### src/rtl/riscv_run_ctrl.sv
// -----------------------------------------------------------------------------
// riscv_run_ctrl
//
// Run controller for a single-cycle RISC-V core. It holds the core in reset,
// releases it for a run and counts the executed cycles. It detects the end of
// the program and latches a verdict with an exit code.
//
// A run ends on the first of these events, highest priority first:
//   1. a store to TOHOST_ADDR (exit_code = store data, pass = data == 1)
//   2. a PC self-loop of STALL_LIMIT consecutive equal samples (pass, code 0)
//   3. a cycle timeout after TIMEOUT run cycles (fail, timeout flag, code 0)
//
// Configuration macro:
//   RISCV_RUN_CTRL_STALL_DETECT_EN - when defined, the PC self-loop halt
//   detector is compiled in. When it is undefined, only tohost and timeout
//   end a run and the pc port is ignored.
//
// Parameters:
//   XLEN         width of pc, mem_addr, mem_wdata and exit_code
//   RST_CYCLES   cycles core_rst_n is held low before a run (>= 1)
//   TIMEOUT      maximum run cycles before a forced stop (>= 2)
//   STALL_LIMIT  consecutive equal-PC samples that count as a halt (>= 2)
//   TOHOST_ADDR  data-memory address whose store ends the run
//
// Ports:
//   clk          in   single clock, rising edge
//   rst          in   synchronous active-high reset
//   start        in   run request, honoured in IDLE and DONE only
//   pc           in   core program counter
//   mem_we       in   core data-memory write enable
//   mem_addr     in   core data-memory address
//   mem_wdata    in   core data-memory write data
//   core_rst_n   out  core reset, low holds the core; high only while running
//   running      out  high while the core executes
//   done         out  high once a run has finished
//   pass         out  verdict, valid while done
//   timeout      out  run ended by the cycle timeout, valid while done
//   cycle_count  out  run cycles elapsed, frozen once done
//   exit_code    out  tohost value, or 0 for loop halt and timeout
// -----------------------------------------------------------------------------
module riscv_run_ctrl #(
    parameter int              XLEN        = 32,
    parameter int              RST_CYCLES  = 2,
    parameter int              TIMEOUT     = 1024,
    parameter int              STALL_LIMIT = 4,
    parameter logic [XLEN-1:0] TOHOST_ADDR = XLEN'(32'h0000_0FFC)
) (
    input  logic            clk,
    input  logic            rst,
    input  logic            start,
    input  logic [XLEN-1:0] pc,
    input  logic            mem_we,
    input  logic [XLEN-1:0] mem_addr,
    input  logic [XLEN-1:0] mem_wdata,
    output logic            core_rst_n,
    output logic            running,
    output logic            done,
    output logic            pass,
    output logic            timeout,
    output logic [31:0]     cycle_count,
    output logic [XLEN-1:0] exit_code
);

    // -------------------------------------------------------------------------
    // Local constants
    // -------------------------------------------------------------------------
    localparam int              RST_W        = (RST_CYCLES > 1) ? $clog2(RST_CYCLES) : 1;
    localparam logic [RST_W-1:0] RST_LAST    = RST_W'(RST_CYCLES - 1);
    localparam logic [31:0]     TIMEOUT_LAST = 32'(TIMEOUT - 1);
    localparam logic [XLEN-1:0] PASS_CODE    = XLEN'(1);

    typedef enum logic [1:0] {
        IDLE  = 2'd0,
        RESET = 2'd1,
        RUN   = 2'd2,
        DONE  = 2'd3
    } state_t;

    state_t            state_q;
    state_t            state_d;
    logic [RST_W-1:0]  rst_cnt_q;
    logic [RST_W-1:0]  rst_cnt_d;

    logic              core_rst_n_d;
    logic              running_d;
    logic              done_d;
    logic              pass_d;
    logic              timeout_d;
    logic [31:0]       cycle_count_d;
    logic [XLEN-1:0]   exit_code_d;

    logic              tohost_hit;
    logic              halt_hit;
    logic              timeout_hit;

    // -------------------------------------------------------------------------
    // Terminating events, only acted on while in RUN
    // -------------------------------------------------------------------------
    assign tohost_hit  = mem_we && (mem_addr == TOHOST_ADDR);
    // Compared against the pre-increment count, so the run stops after exactly
    // TIMEOUT cycles with cycle_count == TIMEOUT.
    assign timeout_hit = (cycle_count == TIMEOUT_LAST);

`ifdef RISCV_RUN_CTRL_STALL_DETECT_EN
    // -------------------------------------------------------------------------
    // PC self-loop detector
    //
    // stall_cnt_q holds how many consecutive equal-PC samples have been seen
    // so far in this run. The run halts on the sample that would make it
    // STALL_LIMIT. prev_valid_q masks the first run cycle, which has no
    // previous PC to compare against.
    // -------------------------------------------------------------------------
    localparam int                 STALL_W    = (STALL_LIMIT > 1) ? $clog2(STALL_LIMIT) : 1;
    localparam logic [STALL_W-1:0] STALL_LAST = STALL_W'(STALL_LIMIT - 1);

    logic [XLEN-1:0]    prev_pc_q;
    logic               prev_valid_q;
    logic [STALL_W-1:0] stall_cnt_q;
    logic               pc_same;

    assign pc_same  = prev_valid_q && (pc == prev_pc_q);
    assign halt_hit = pc_same && (stall_cnt_q == STALL_LAST);

    always_ff @(posedge clk) begin
        if (rst || (state_q != RUN)) begin
            prev_valid_q <= 1'b0;
            stall_cnt_q  <= '0;
        end else begin
            prev_valid_q <= 1'b1;
            if (!pc_same) begin
                stall_cnt_q <= '0;
            end else if (stall_cnt_q != STALL_LAST) begin
                stall_cnt_q <= stall_cnt_q + STALL_W'(1);
            end
        end
    end

    // NOTE: prev_pc_q needs no reset; it is never looked at until prev_valid_q
    // (which is reset) says it holds a sample from the current run.
    always_ff @(posedge clk) begin
        prev_pc_q <= pc;
    end
`else
    // Loop detection compiled out: the pc port is intentionally unused.
    logic unused_pc;
    assign unused_pc = ^pc;
    assign halt_hit  = 1'b0;
`endif

    // -------------------------------------------------------------------------
    // Next-state and next-output logic
    // -------------------------------------------------------------------------
    always_comb begin
        // NOTE: every signal assigned here gets a default first, so no path
        // through the case statement can leave one unassigned and infer a latch.
        state_d       = state_q;
        rst_cnt_d     = rst_cnt_q;
        cycle_count_d = cycle_count;
        pass_d        = pass;
        timeout_d     = timeout;
        exit_code_d   = exit_code;

        case (state_q)
            IDLE, DONE: begin
                // A new run starts from a clean verdict; DONE otherwise holds.
                if (start) begin
                    state_d       = RESET;
                    rst_cnt_d     = '0;
                    cycle_count_d = '0;
                    pass_d        = 1'b0;
                    timeout_d     = 1'b0;
                    exit_code_d   = '0;
                end
            end

            RESET: begin
                // One RESET cycle per count value 0 .. RST_CYCLES-1.
                if (rst_cnt_q == RST_LAST) begin
                    state_d = RUN;
                end else begin
                    rst_cnt_d = rst_cnt_q + RST_W'(1);
                end
            end

            RUN: begin
                // Saturating increment; TIMEOUT bounds the count in practice.
                if (cycle_count != '1) begin
                    cycle_count_d = cycle_count + 32'd1;
                end

                // Priority order: only the highest event's verdict is latched.
                if (tohost_hit) begin
                    state_d     = DONE;
                    exit_code_d = mem_wdata;
                    pass_d      = (mem_wdata == PASS_CODE);
                    timeout_d   = 1'b0;
                end else if (halt_hit) begin
                    state_d     = DONE;
                    exit_code_d = '0;
                    pass_d      = 1'b1;
                    timeout_d   = 1'b0;
                end else if (timeout_hit) begin
                    state_d     = DONE;
                    exit_code_d = '0;
                    pass_d      = 1'b0;
                    timeout_d   = 1'b1;
                end
            end

            default: begin
                state_d = IDLE;
            end
        endcase

        // Status outputs are decoded from the next state so that they are
        // registered yet change on the same edge as the state itself.
        core_rst_n_d = (state_d == RUN);
        running_d    = (state_d == RUN);
        done_d       = (state_d == DONE);
    end

    // -------------------------------------------------------------------------
    // State and output registers
    // -------------------------------------------------------------------------
    // NOTE: sequential state uses non-blocking assignments only, so every
    // register samples its next value from before the edge regardless of the
    // order the statements happen to be written or evaluated in.
    always_ff @(posedge clk) begin
        if (rst) begin
            state_q     <= IDLE;
            rst_cnt_q   <= '0;
            core_rst_n  <= 1'b0;
            running     <= 1'b0;
            done        <= 1'b0;
            pass        <= 1'b0;
            timeout     <= 1'b0;
            cycle_count <= '0;
            exit_code   <= '0;
        end else begin
            state_q     <= state_d;
            rst_cnt_q   <= rst_cnt_d;
            core_rst_n  <= core_rst_n_d;
            running     <= running_d;
            done        <= done_d;
            pass        <= pass_d;
            timeout     <= timeout_d;
            cycle_count <= cycle_count_d;
            exit_code   <= exit_code_d;
        end
    end

endmodule

### config.mk
export PLATFORM = sky130hd
export DESIGN_NAME = riscv_run_ctrl
export DESIGN_NICKNAME = d
export VERILOG_FILES = /design/src/rtl/riscv_run_ctrl.sv
export SDC_FILE = /design/constraint.sdc
export NUM_CORES = 1
export LEC_CHECK = 0
export ABC_AREA = 0
export CORE_UTILIZATION = 38
export CTS_CLUSTER_SIZE = 40
export DETAILED_ROUTE_END_ITERATION = 8
export GPL_TIMING_DRIVEN = 0
export PLACE_DENSITY = 0.86
export SETUP_SLACK_MARGIN = 0.4
export SKIP_CTS_REPAIR_TIMING = 1
export SYNTH_ARGS = -nofsm -noshare
export SYNTH_HDL_FRONTEND = slang
export SYNTH_SLANG_ARGS = --single-unit
### constraint.sdc
create_clock -name clk -period 2.2 [get_ports clk]
set_clock_uncertainty 0.05 [all_clocks]
set_input_delay 0.55 -clock clk [delete_from_list [all_inputs] [get_ports clk]]
set_output_delay 0.55 -clock clk [all_outputs]
set_load 0.1 [all_outputs]
==> results of run 1 <==
synthesized netlist by cell type, types with 2 or more instances:
cell type / count
dfxtp_1: 71
nor2_1: 14
and3_1: 4
nand2_1: 52
buf_1: 3
nor2b_1: 5
buf_2: 9
o21ai_0: 23
or2_2: 2
nand2b_1: 7
nand4_1: 10
a211oi_1: 3
o21a_1: 9
a211o_1: 3
o21ai_1: 31
a31oi_1: 12
a311oi_1: 6
ha_1: 3
a21o_1: 3
nor4_1: 17
or4_1: 6
or4_4: 2
nand4b_1: 34
a21oi_1: 23
nor3_1: 8
or3_1: 5
nand3_1: 19
inv_1: 7
and2_1: 3
o31ai_1: 6
clkbuf_1: 19
and4_1: 4
nand3_2: 2
worst register-to-register path, delay by kind of cell, from the launching register on:
family	cells	cell delay, ns
DFF	1	0.36
AOI/OAI and AO/OA	1	0.15
buffers and inverters	1	0.13
and+or+nand+nor	5	1.55
sequential cells by signal, summed over array words and instances, names as in the netlist:
name / count
cycle_count: 32
exit_code: 32
state_q: 2
done: 1
pass: 1
rst_cnt_q: 1
running: 1
timeout: 1
power groups by stage:
stage	clock, W	sequential [W]	combinational (W)
after global placement	0	0.00129	0.000336
after floorplan	0	0.00129	0.000152
after detailed placement	0	0.00129	0.000341
final	0.00130	0.00126	0.000442
after global routing	0.00138	0.00126	0.000461
after CTS	0.00130	0.00126	0.000342
final timing paths:
check                       start              end  cells after the start
hold / removal    cycle_count[14]  cycle_count[14]                      1
setup reg to reg  cycle_count[16]  cycle_count[30]                      7
setup / recovery  cycle_count[16]  cycle_count[30]                      7
hold reg to reg   cycle_count[14]  cycle_count[14]                      1
per-layer routing:
layer  part of all wire  up-vias  track usage
met2               0.48      283        0.393
met3              0.090       55       0.0487
met4              0.036        0        0.105
met5                  0        -            0
met1               0.39     2139        0.315
li1                   -     2071            -
cells by family (layout without fill, tap and decap cells):
logic type	Yosys count	in the layout	share of synthesized area
AND/OR/NAND/NOR	204	204	0.342
flip-flops	71	71	0.390
AO/OA/AOI/OAI	125	126	0.205
buffers and inverters	42	229	0.0498
adder cells (fa/ha/maj)	3	3	0.0103
multiplexers	1	1	0.00275
stage by stage:
stage	total power, W	setup WS (ns)	cell area, sq um	utilization
3_3_place_gp	0.00162	-0.709	5460	0.591
5_1_grt	0.00310	-0.222	6210	0.672
3_5_place_dp	0.00163	-0.764	5460	0.591
4_1_cts	0.00290	-0.391	5710	0.618
6_report	0.00301	-0.101	6210	0.672
2_1_floorplan	0.00144	-0.151	3940	-
layout make-up:
class | count | area, sq um
Timing Repair Buffer | 171 | 1480
Inverter | 8 | 33.8
Buffer | 34 | 277
Tap cell | 129 | 161
Fill cell | 660 | 3030
Clock buffer | 10 | 149
Multi-Input combinational cell | 334 | 2480
Clock inverter | 6 | 97.6
Sequential cell | 71 | 1530
==> flow_metrics.tcl, run 1 <==
set metrics [dict create \
    drcViolationCount 0 \
    maxSlewHeadroom 0.346 \
    crit_buf_inv 1 \
    wl_per_cell_um 18.8 \
    crit_chain "buf_6 > and4_4 > nand3_4 > nor3_1 > nand3_1 > or3_1 > a21oi_1" \
    cp.arrival_ns 2.54 \
    yosysWarnings 0 \
    ys_ff_latch 71 \
    clock_sinks 71 \
    hold_violations 0 \
    fin_crit_ns 2.30 \
    setup.worst_path.end_class "flip-flop" \
    fp.dieH_um 99.9 \
    clk_pin_slew_ns 0.09 \
    grt_pass1_wl_um 19200 \
    synthFlopType "dfxtp_1" \
    nNetsFinal 732 \
    routed_wl_um 14300 \
    cp_top_family "simple AND/OR/NAND/NOR gates" \
    async_flop_share 0 \
    worst_hold_slack_ns 0.431 \
    postRouteAntennaNets 0 \
    num_vias 4548 \
    worst-r2r-setup-slack_ns -0.10 \
    final_cell_mix "nand2_1 (48), dfxtp_1 (38), buf_4 (35), nand4b_1 (34), clkdlybuf4s50_1 (34)" \
    start_util 0.394 \
    ios 169 \
    syn_area_per_cell_sq_um 8.16 \
    path_max_fanout 9 \
    crit_path_top_delay_cell "nor3_1" \
    clock_path_buffers 2 \
    intPower_w 0.00220 \
    placed_cells 711 \
    status "finished with violations" \
    num_rows 35 \
    grt_usage 0.243 \
    crit_type "flip-flop to flip-flop" \
    setup_slack_ns -0.101 \
    n_antenna_cell 0 \
    yosys.area.top_type "dfxtp_1" \
    design.core.area_sq_mm 0.00924 \
    holdCritPathClass "flip-flop to flip-flop" \
    synthDistinctLibCells 54 \
    fin_crit_sh 1.05 \
    drive_gt1_frac 0.432 \
    vias_per_cell 5.96 \
    fin_cells 763 \
    grt_overflow_total 0 \
    hpwl_um 8870 \
    p_leak_nw 2.51 \
    cts_made_buffers 9 \
    cts_max_level 3 \
    setup_viol 57 \
    die_w_um 99.9 \
    critPathRequiredTime_ns 2.44 \
    combPwrFrac 0.147 \
    p_switching_w 0.000805 \
    synth_fp_nets 549 \
    clock_power_share 0.434 \
    syn_to_final_growth_pct 70.6 \
    synth_top_area_frac 0.390 \
    max_freq_ghz 0.435 \
    rsz0062_at_grt "true" \
    grt_max_degree 15 \
    drt-pass1-iter-count 7 \
    cts_tree "done" \
    syn_area_sq_mm 0.00364 \
    dieArea_sq_mm 0.00998 \
    layout_commonest_cell "nand2_1" \
    insertion_delay_ns 0.36 \
    maxCapViolations 0 \
    slowest_delay_ns 0.64 \
    cts_root_buf "clkbuf_8" \
    power_frac_seq 0.419 \
    place_congestion 0.944 \
    switching_share 0.268 \
    ir_worst_vdd_mv 0.366 \
    synth_edf_count 0 \
    syn_inst 446 \
    drv_slew 0 \
    finalSetupTns_ns -1.96 \
    io_buffers 136 \
    tightest_slew_ns 0.980 \
    power_density_mw_per_mm2 484 \
    antenna_found_initial 0 \
    drtIter0Drc 436 \
    grt_pass1_vias 3936 \
    violations "setup timing" \
    seq_area_frac_synth 0.390 \
    ys_top_cells_by_area "dfxtp_1 (39%), nand4b_1 (8.2%), nand2_1 (5.4%)" \
    start_kind "flip-flop" \
]
(Power assumes the default switching activity.)
==> inputs of run 2 (changes only) <==
--- a/config.mk
+++ b/config.mk
@@ -6,7 +6,9 @@
 export NUM_CORES = 1
 export LEC_CHECK = 0
 export ABC_AREA = 0
+export ABC_CLOCK_PERIOD_IN_PS = 2200
 export CORE_UTILIZATION = 38
+export CTS_CLUSTER_DIAMETER = 40
 export CTS_CLUSTER_SIZE = 40
 export DETAILED_ROUTE_END_ITERATION = 8
 export GPL_TIMING_DRIVEN = 0
==> results of run 2 <==
Same layout as run 1: the final DEF is identical, and so are final timing and power.
